$ cat src/rtl/conv_result_collector.sv
// conv_result_collector: quantizes signed conv accumulator results to 8-bit
// pixels, queues one frame in a FIFO and lets the host read it out.
// Ports:
//   clk, rst_n            clock, synchronous active-low reset
//   start                 arms collection of one frame (flushes FIFO)
//   result_in/valid       32-bit signed accumulator sample and qualifier
//   rd_en                 host read strobe
//   rd_data/rd_valid      popped pixel, registered, one-cycle valid pulse
//   fifo_empty/full/count FIFO status
//   busy, frame_done      COLLECT/DRAIN and DONE indicators
//   overflow              sticky: a sample was dropped on a full FIFO
module conv_result_collector #(
   parameter int unsigned DEPTH         = 16,
   parameter int unsigned FRAME_OUTPUTS = 576,
   parameter int unsigned SHIFT         = 8
) (
   input  logic                      clk,
   input  logic                      rst_n,
   input  logic                      start,
   input  logic [31:0]               result_in,
   input  logic                      result_valid,
   input  logic                      rd_en,
   output logic [7:0]                rd_data,
   output logic                      rd_valid,
   output logic                      fifo_empty,
   output logic                      fifo_full,
   output logic [$clog2(DEPTH):0]    fifo_count,
   output logic                      busy,
   output logic                      frame_done,
   output logic                      overflow
);

   localparam int unsigned AW  = $clog2(DEPTH);
   localparam int unsigned CW  = AW + 1;
   localparam int unsigned SCW = $clog2(FRAME_OUTPUTS + 1);

   typedef enum logic [1:0] {IDLE, COLLECT, DRAIN, DONE} state_t;

   state_t          state_q, state_d;
   logic            q_valid_q, q_valid_d;
   logic [7:0]      q_data_q, q_data_d;
   logic [AW-1:0]   wr_ptr_q, wr_ptr_d, rd_ptr_q, rd_ptr_d;
   logic [CW-1:0]   count_q, count_d;
   logic [SCW-1:0]  samples_q, samples_d;
   logic            overflow_q, overflow_d;
   logic [7:0]      rd_data_q, rd_data_d;
   logic            rd_valid_q, rd_valid_d;
   logic            empty_q, empty_d, full_q, full_d;
   logic            busy_q, busy_d, done_q, done_d;
   logic [7:0]      mem_q [DEPTH];

   logic            wr_en_c, pop_c, full_c, q_in_collect_c;
   logic signed [31:0] shifted_c;
   logic [7:0]      quant_c;

   // Saturating quantizer: negatives clamp to 0, large values to 255
   always_comb begin
      shifted_c = $signed(result_in) >>> SHIFT;
      if (result_in[31])
         quant_c = 8'd0;
      else if (shifted_c > 32'sd255)
         quant_c = 8'hFF;
      else
         quant_c = shifted_c[7:0];
   end

   // Next-state, FIFO bookkeeping and registered outputs
   always_comb begin
      state_d    = state_q;
      q_valid_d  = result_valid && (state_q == COLLECT);
      q_data_d   = q_data_q;
      wr_ptr_d   = wr_ptr_q;
      rd_ptr_d   = rd_ptr_q;
      count_d    = count_q;
      samples_d  = samples_q;
      overflow_d = overflow_q;
      rd_data_d  = rd_data_q;
      rd_valid_d = 1'b0;
      wr_en_c    = 1'b0;

      full_c         = (count_q == CW'(DEPTH));
      pop_c          = rd_en && (count_q != '0);
      q_in_collect_c = q_valid_q && (state_q == COLLECT);

      if (q_valid_d)
         q_data_d = quant_c;

      if (start) begin
         // start overrides reads, writes and the pending quantized sample
         state_d    = COLLECT;
         q_valid_d  = 1'b0;
         wr_ptr_d   = '0;
         rd_ptr_d   = '0;
         count_d    = '0;
         samples_d  = '0;
         overflow_d = 1'b0;
      end else begin
         if (pop_c) begin
            rd_data_d  = mem_q[rd_ptr_q];
            rd_valid_d = 1'b1;
            rd_ptr_d   = rd_ptr_q + AW'(1);
         end
         if (q_in_collect_c) begin
            samples_d = samples_q + SCW'(1);
            // a same-cycle pop frees the slot even when full
            if (!full_c || pop_c) begin
               wr_en_c  = 1'b1;
               wr_ptr_d = wr_ptr_q + AW'(1);
            end else begin
               overflow_d = 1'b1;
            end
            if (samples_q == SCW'(FRAME_OUTPUTS - 1))
               state_d = DRAIN;
         end else if (state_q == DRAIN && count_q == '0) begin
            state_d = DONE;
         end
         if (wr_en_c && !pop_c)
            count_d = count_q + CW'(1);
         else if (!wr_en_c && pop_c)
            count_d = count_q - CW'(1);
      end

      empty_d = (count_d == '0);
      full_d  = (count_d == CW'(DEPTH));
      busy_d  = (state_d == COLLECT) || (state_d == DRAIN);
      done_d  = (state_d == DONE);
   end

   always_ff @(posedge clk) begin
      if (!rst_n) begin
         state_q    <= IDLE;
         q_valid_q  <= 1'b0;
         q_data_q   <= 8'd0;
         wr_ptr_q   <= '0;
         rd_ptr_q   <= '0;
         count_q    <= '0;
         samples_q  <= '0;
         overflow_q <= 1'b0;
         rd_data_q  <= 8'd0;
         rd_valid_q <= 1'b0;
         empty_q    <= 1'b1;
         full_q     <= 1'b0;
         busy_q     <= 1'b0;
         done_q     <= 1'b0;
      end else begin
         state_q    <= state_d;
         q_valid_q  <= q_valid_d;
         q_data_q   <= q_data_d;
         wr_ptr_q   <= wr_ptr_d;
         rd_ptr_q   <= rd_ptr_d;
         count_q    <= count_d;
         samples_q  <= samples_d;
         overflow_q <= overflow_d;
         rd_data_q  <= rd_data_d;
         rd_valid_q <= rd_valid_d;
         empty_q    <= empty_d;
         full_q     <= full_d;
         busy_q     <= busy_d;
         done_q     <= done_d;
      end
   end

   // Storage array; validity is tracked by the pointers, so no reset needed
   always_ff @(posedge clk) begin
      if (rst_n && wr_en_c)
         mem_q[wr_ptr_q] <= q_data_q;
   end

   assign rd_data    = rd_data_q;
   assign rd_valid   = rd_valid_q;
   assign fifo_empty = empty_q;
   assign fifo_full  = full_q;
   assign fifo_count = count_q;
   assign busy       = busy_q;
   assign frame_done = done_q;
   assign overflow   = overflow_q;

endmodule

$ cat config.mk
export PLATFORM = sky130hd
export DESIGN_NAME = conv_result_collector
export DESIGN_NICKNAME = d
export VERILOG_FILES = /design/src/rtl/conv_result_collector.sv
export SDC_FILE = /design/constraint.sdc
export NUM_CORES = 1
export LEC_CHECK = 0
export CAP_MARGIN = 40
export CELL_PAD_IN_SITES_DETAIL_PLACEMENT = 0
export CELL_PAD_IN_SITES_GLOBAL_PLACEMENT = 1
export CORE_MARGIN = 3
export CORE_UTILIZATION = 53
export CTS_CLUSTER_DIAMETER = 120
export CTS_CLUSTER_SIZE = 24
export DETAILED_ROUTE_END_ITERATION = 7
export GPL_ROUTABILITY_DRIVEN = 1
export HOLD_SLACK_MARGIN = 0.02
export PLACE_DENSITY_LB_ADDON = 0.1
export SYNTH_ARGS = -nofsm -noshare
export SYNTH_HDL_FRONTEND = slang
export SYNTH_SLANG_ARGS = --single-unit
$ cat constraint.sdc
create_clock -name clk -period 4.95 [get_ports clk]
set_input_delay 0.495 -clock clk [delete_from_list [all_inputs] [get_ports clk]]
set_output_delay 0.495 -clock clk [all_outputs]
set_load 0.02 [all_outputs]
* After elaboration in Yosys (flattened, before gate mapping) *
Memory sizes are Yosys's and may differ from the RTL's. A register that Yosys moved wholly into a read port is not among the register bits.
Index checks and enable logic that the tools add are counted.

storage, ports and cells
  bits in registers = 40
  bits in latches = 0
  memory bits (writable) = 128
  ROM bits = 0
  bits of input ports = 37
  memories kept = 1

memories
  memory  depth  width  read ports  clocked after Yosys merged registers in  wr ports  line  RTL
  mem_q   16     8      1           1                                        1         50    logic [7:0] mem_q [DEPTH];

operators by class
  add/subtract/negate cells = 5
  multipliers = 0
  divide/modulo/power cells = 0
  order comparisons = 1
  equal/unequal tests = 8
  shifts and indexed selects = 0
  multiplexer cells = 16
  bitwise operators = 3
  reduce and logical (&&, ||, !) cells = 20

operator list
  cell                   number
  $gt 24x9->1 const B    1
  $mux 8                 2
  $mux 5                 3
  $add 10x1->10 const B  1
  $eq 10x10->1 const B   1
  $eq 5x5->1 const B     2
  $logic_not 5->1        2
  $add 4x1->4 const B    2
  $mux 2                 4
  $logic_and 1x1->1      7
  $mux 1                 7
  $eq 2x2->1 const B     3
  $reduce_and 2->1       3
  $add 5x1->5 const B    1
  $reduce_bool 5->1      1
  $sub 5x1->5 const B    1
  $eq 2x1->1 const B     2
  $logic_not 1->1        4
  $not 1->1              3
  $logic_or 1x1->1       2
  $reduce_or 2->1        1

* Logic depth before layout (Yosys ltp) *
  word-level depth = 12
  mapped depth = 7
  mapped depth without buffers = 7

* Least setup slack after synthesis *
Ideal clock, no wire load.

  path type = register to register
  start point = register count_q[0], in the netlist fifo_count[0]
  end point = memory mem_q[1][0], enable pin
  library setup time = 0.383 ns
  arrival time = 2.305 ns
  data required time = 4.567 ns
  path slack = 2.261 ns
  cell stages (with the launch flop) = 8
  path buffers = 0
  clock period less this slack = 2.689 ns
  cell sequence = dfxtp_1 > inv_1 > ha_1 > nor3b_4 > a21oi_1 > and2b_1 > nand2_1 > nor3_1

between the ends
  longest elaborated chain between the ends = 10
  elaborated cells on any way between the ends = 12

RTL lines
  element                                                      line     RTL
  from (decl)                                                  43       logic [CW-1:0] count_q, count_d;
  from (signal assigned)                                       151      count_q <= count_d;
  $eq 5x5->1 / $reduce_bool 5->1 (equally long branches)       81, 82
  $logic_not 1->1 / $logic_and 1x1->1 (equally long branches)  106, 82
  $logic_or 1x1->1 *                                           106      if (!full_c || pop_c) begin
  $mux 1 *                                                     106
  $mux 1 *                                                     103      if (q_in_collect_c) begin
  $mux 1 * (2 in a row)                                        88       if (start) begin
  $logic_and 1x1->1 *                                          165      if (rst_n && wr_en_c)
  $mux 1 *                                                     165
  $mux 1 (not written as such) *                               166      mem_q[wr_ptr_q] <= q_data_q;
  to (decl)                                                    50

Mark *: on every way between the ends. The rest lies on a longest branch, timed or not. The select of a mux whose other input is x is not followed.

* Final worst setup path *
  start point = register count_q[0], in the netlist fifo_count[0]
  end point = memory mem_q[7][1], enable pin

Same word-level chain as after synthesis.

==> impl_metrics.yaml <==
outcome:
  outcome: "finished, final reports clean"
clock_tree:
  numCtsBuffers: 17
  root_buffer: "clkbuf_16"
  htreeDepth: 4
  cts.sinks: 176
  ctsResizeCount: 0
  clk_pin_slew_ns: 0.06
  post_cts.repair.setup_buffers: 0
  cts_hold_buf: 0
  clk_latency_ns: 0.42
  cts_tree: "yes"
  clockBufferDepth: 2
cells_and_area:
  final_cell_mix: "128 x edfxtp_1, 48 x nor2_1, 47 x dfxtp_1, 47 x clkdlybuf4s50_1, 32 x mux4_2"
  fin_util_pct: 65.4
  area_growth_pct: 18.4
  final_cell_area_um2: 8420
  nets: 554
  final_common_cell: "edfxtp_1"
  finalNonFillerCells: 693
  layout-drive-gt1-share_pct: 16.1
  antenna-diode-count: 0
critical_path:
  crit_required_ns: 5.00
  crit_path_start_kind: "register"
  path_delay_family: "simple AND/OR/NAND/NOR gates"
  cp_cell_sequence: "inv_1 -> ha_1 -> nor3b_4 -> a21oi_1 -> and2b_1 -> nand2_1 -> nor2_1"
  endpoint_kind: "register"
  crit_arrival_ns: 2.92
  critPathMaxFanout: 8
  crit_type: "register to register"
  crit_slowest_cell: "nor2_1"
  max_stage_delay_ns: 0.66
  critPathBufInv: 1
synthesis:
  synth_cells: 456
  synth.area.top_cells: "edfxtp_1 54%, dfxtp_1 14%, mux4_2 10%, nor2_1 2.5%, ha_1 1.6%"
  synthArstFlopShare_pct: 0
  seq_area_frac_synth_pct: 67.5
  ys_types: 54
  yosys_warnings: 0
  syn_nets: 502
  netlist_area_um2: 7110
  ys_ff_latch: 176
  synth.avg_cell_area_um2: 15.6
  ys.flop_type: "edfxtp_1"
  synth_edf_count: 128
  synth_top_area_share_pct: 54.0
  synth_top_cell_by_area: "edfxtp_1"
place:
  pre_cts_slack_ns: 1.68
  dpl_cell_area_um2: 7760
  place_hpwl_um: 9370
  numPortBuffers: 47
  placed_cells: 661
  gp_congestion: 0.786
sta:
  finalHoldViolations: 0
  tightest_slew_ns: 0.812
  worst_slack_ns: 2.08
  finalMaxSlewViolations: 0
  fmax_mhz: 349
  finalSetupViolations: 0
  clock_skew_ns: 0.00724
  period_minus_slack_ns: 2.87
  min_period_over_period_pct: 58.0
  rsz0062_at_grt: "no"
  slew_headroom_pct: 45.7
  tns_ns: 0
drt:
  drtPass1Iterations: 5
  drc: 0
  wl_per_cell_um: 20.3
  dr.first_iter.drc_count: 341
  postRouteAntennaNets: 0
  viasPerCell: 5.81
  vias: 4024
  wirelength_um: 14100
run:
  maxCapViolCount: 0
floorplan:
  coreArea_um2: 12900
  top_level_ports: 56
  die_w_um: 122
  die_area_um2: 14800
  die_height_um: 122
  start_util_pct: 55.3
  rows: 41
global_route:
  grt_util_all_layers_pct: 20.7
  antenna_found_initial: 0
  grt_pass1_vias: 4057
  grt_max_degree: 28
  grt.overflow.total: 0
  grt_first_pass_wirelength_um: 22500
hold_path:
  hold_path_class: "register to register"
pwr:
  power.density_nw_per_um2: 378
  peakVddDrop_mv: 0.270
  leakagePower_nw: 2.84
## through the flow
stage          power, mW  hold slack [ns]
6_report            3.18            0.473
5_1_grt             3.27            0.503
4_1_cts             3.21            0.484
3_5_place_dp        1.72            0.467
3_3_place_gp        1.72            0.454
2_1_floorplan       1.67            0.449
## where the power goes
group | switching, mW | total, mW | leakage (nW) | internal, mW
clock network | 0.545 | 1.49 | 0.319 | 0.948
registers | 0.0194 | 1.60 | 1.63 | 1.58
logic | 0.0400 | 0.0881 | 0.895 | 0.0481
## synthesized netlist by cell type, types with 2 or more instances
cell type,n
nor2_1,48
inv_1,9
clkbuf_1,10
xor2_1,12
nor3_1,5
xnor2_1,6
mux4_2,32
ha_1,9
nand2b_1,4
buf_2,2
buf_4,2
dfxtp_1,48
nand3_1,2
nand4_1,8
and2_1,13
a21oi_1,5
a31oi_1,4
and3_1,3
buf_1,5
nor4_1,4
o22ai_1,9
buf_6,3
o31ai_1,8
edfxtp_1,128
a22o_1,10
nand2_1,30
nor2b_1,3
a221oi_1,8
## flip-flops by register name, summed over array words and instances (netlist names), 2 cells and up
name        count
mem_q         128
samples_q      10
q_data_q        8
rd_data         8
fifo_count      5
rd_ptr_q        4
wr_ptr_q        4
state_q         2
## worst reg2reg max path, delay by kind of cell (launching register included)
family                   cells  cell delay (ns)
AND/OR/NAND/NOR              4             1.27
AO/OA/AOI/OAI                1             0.42
adder cells (fa/ha/maj)      1             0.27
flip-flops                   1             0.42
buffers and inverters        1             0.12
## routing by layer
| metal | up-vias | global-route usage, % | share of wire [%] |
|---|---|---|---|
| li1 | 1867 | - | - |
| met1 | 2032 | 29.1 | 45 |
| met2 | 109 | 32.6 | 49 |
| met3 | 16 | 4.83 | 5.4 |
| met4 | 0 | 6.30 | 1.2 |
| met5 | - | 0 | 0 |
## layout make-up
type                       count  area, um^2
sequential                   176        4810
fill                         922        4450
multi-input combinational    249        2160
timing repair buffer          55         543
clock buffer                  18         429
clock inverter                14         235
tap                          172         215
inverter                       9        33.8
## logic make-up (layout without fill, tap and decap cells)
family	Yosys count	in the layout	synth area share (%)
flip-flops	176	176	67.5
AND/OR/NAND/NOR	134	134	9.83
buffers and inverters	31	96	2.09
multiplexers	33	33	10.3
adder cells (fa/ha/maj)	9	9	1.58
AO/OA/AOI/OAI	55	55	6.47
XOR/XNOR	18	18	2.22
## worst paths after layout
check                                   start          end  slack [ns]  cells past startpoint
worst max-delay path            fifo_count[0]  mem_q[7][1]        2.08                      7
worst min-delay path                 overflow     overflow        0.47                      2
worst max register to register  fifo_count[0]  mem_q[7][1]        2.08                      7
worst min register to register       overflow     overflow        0.47                      2
No activity file was read; power rests on OpenSTA's default activity.
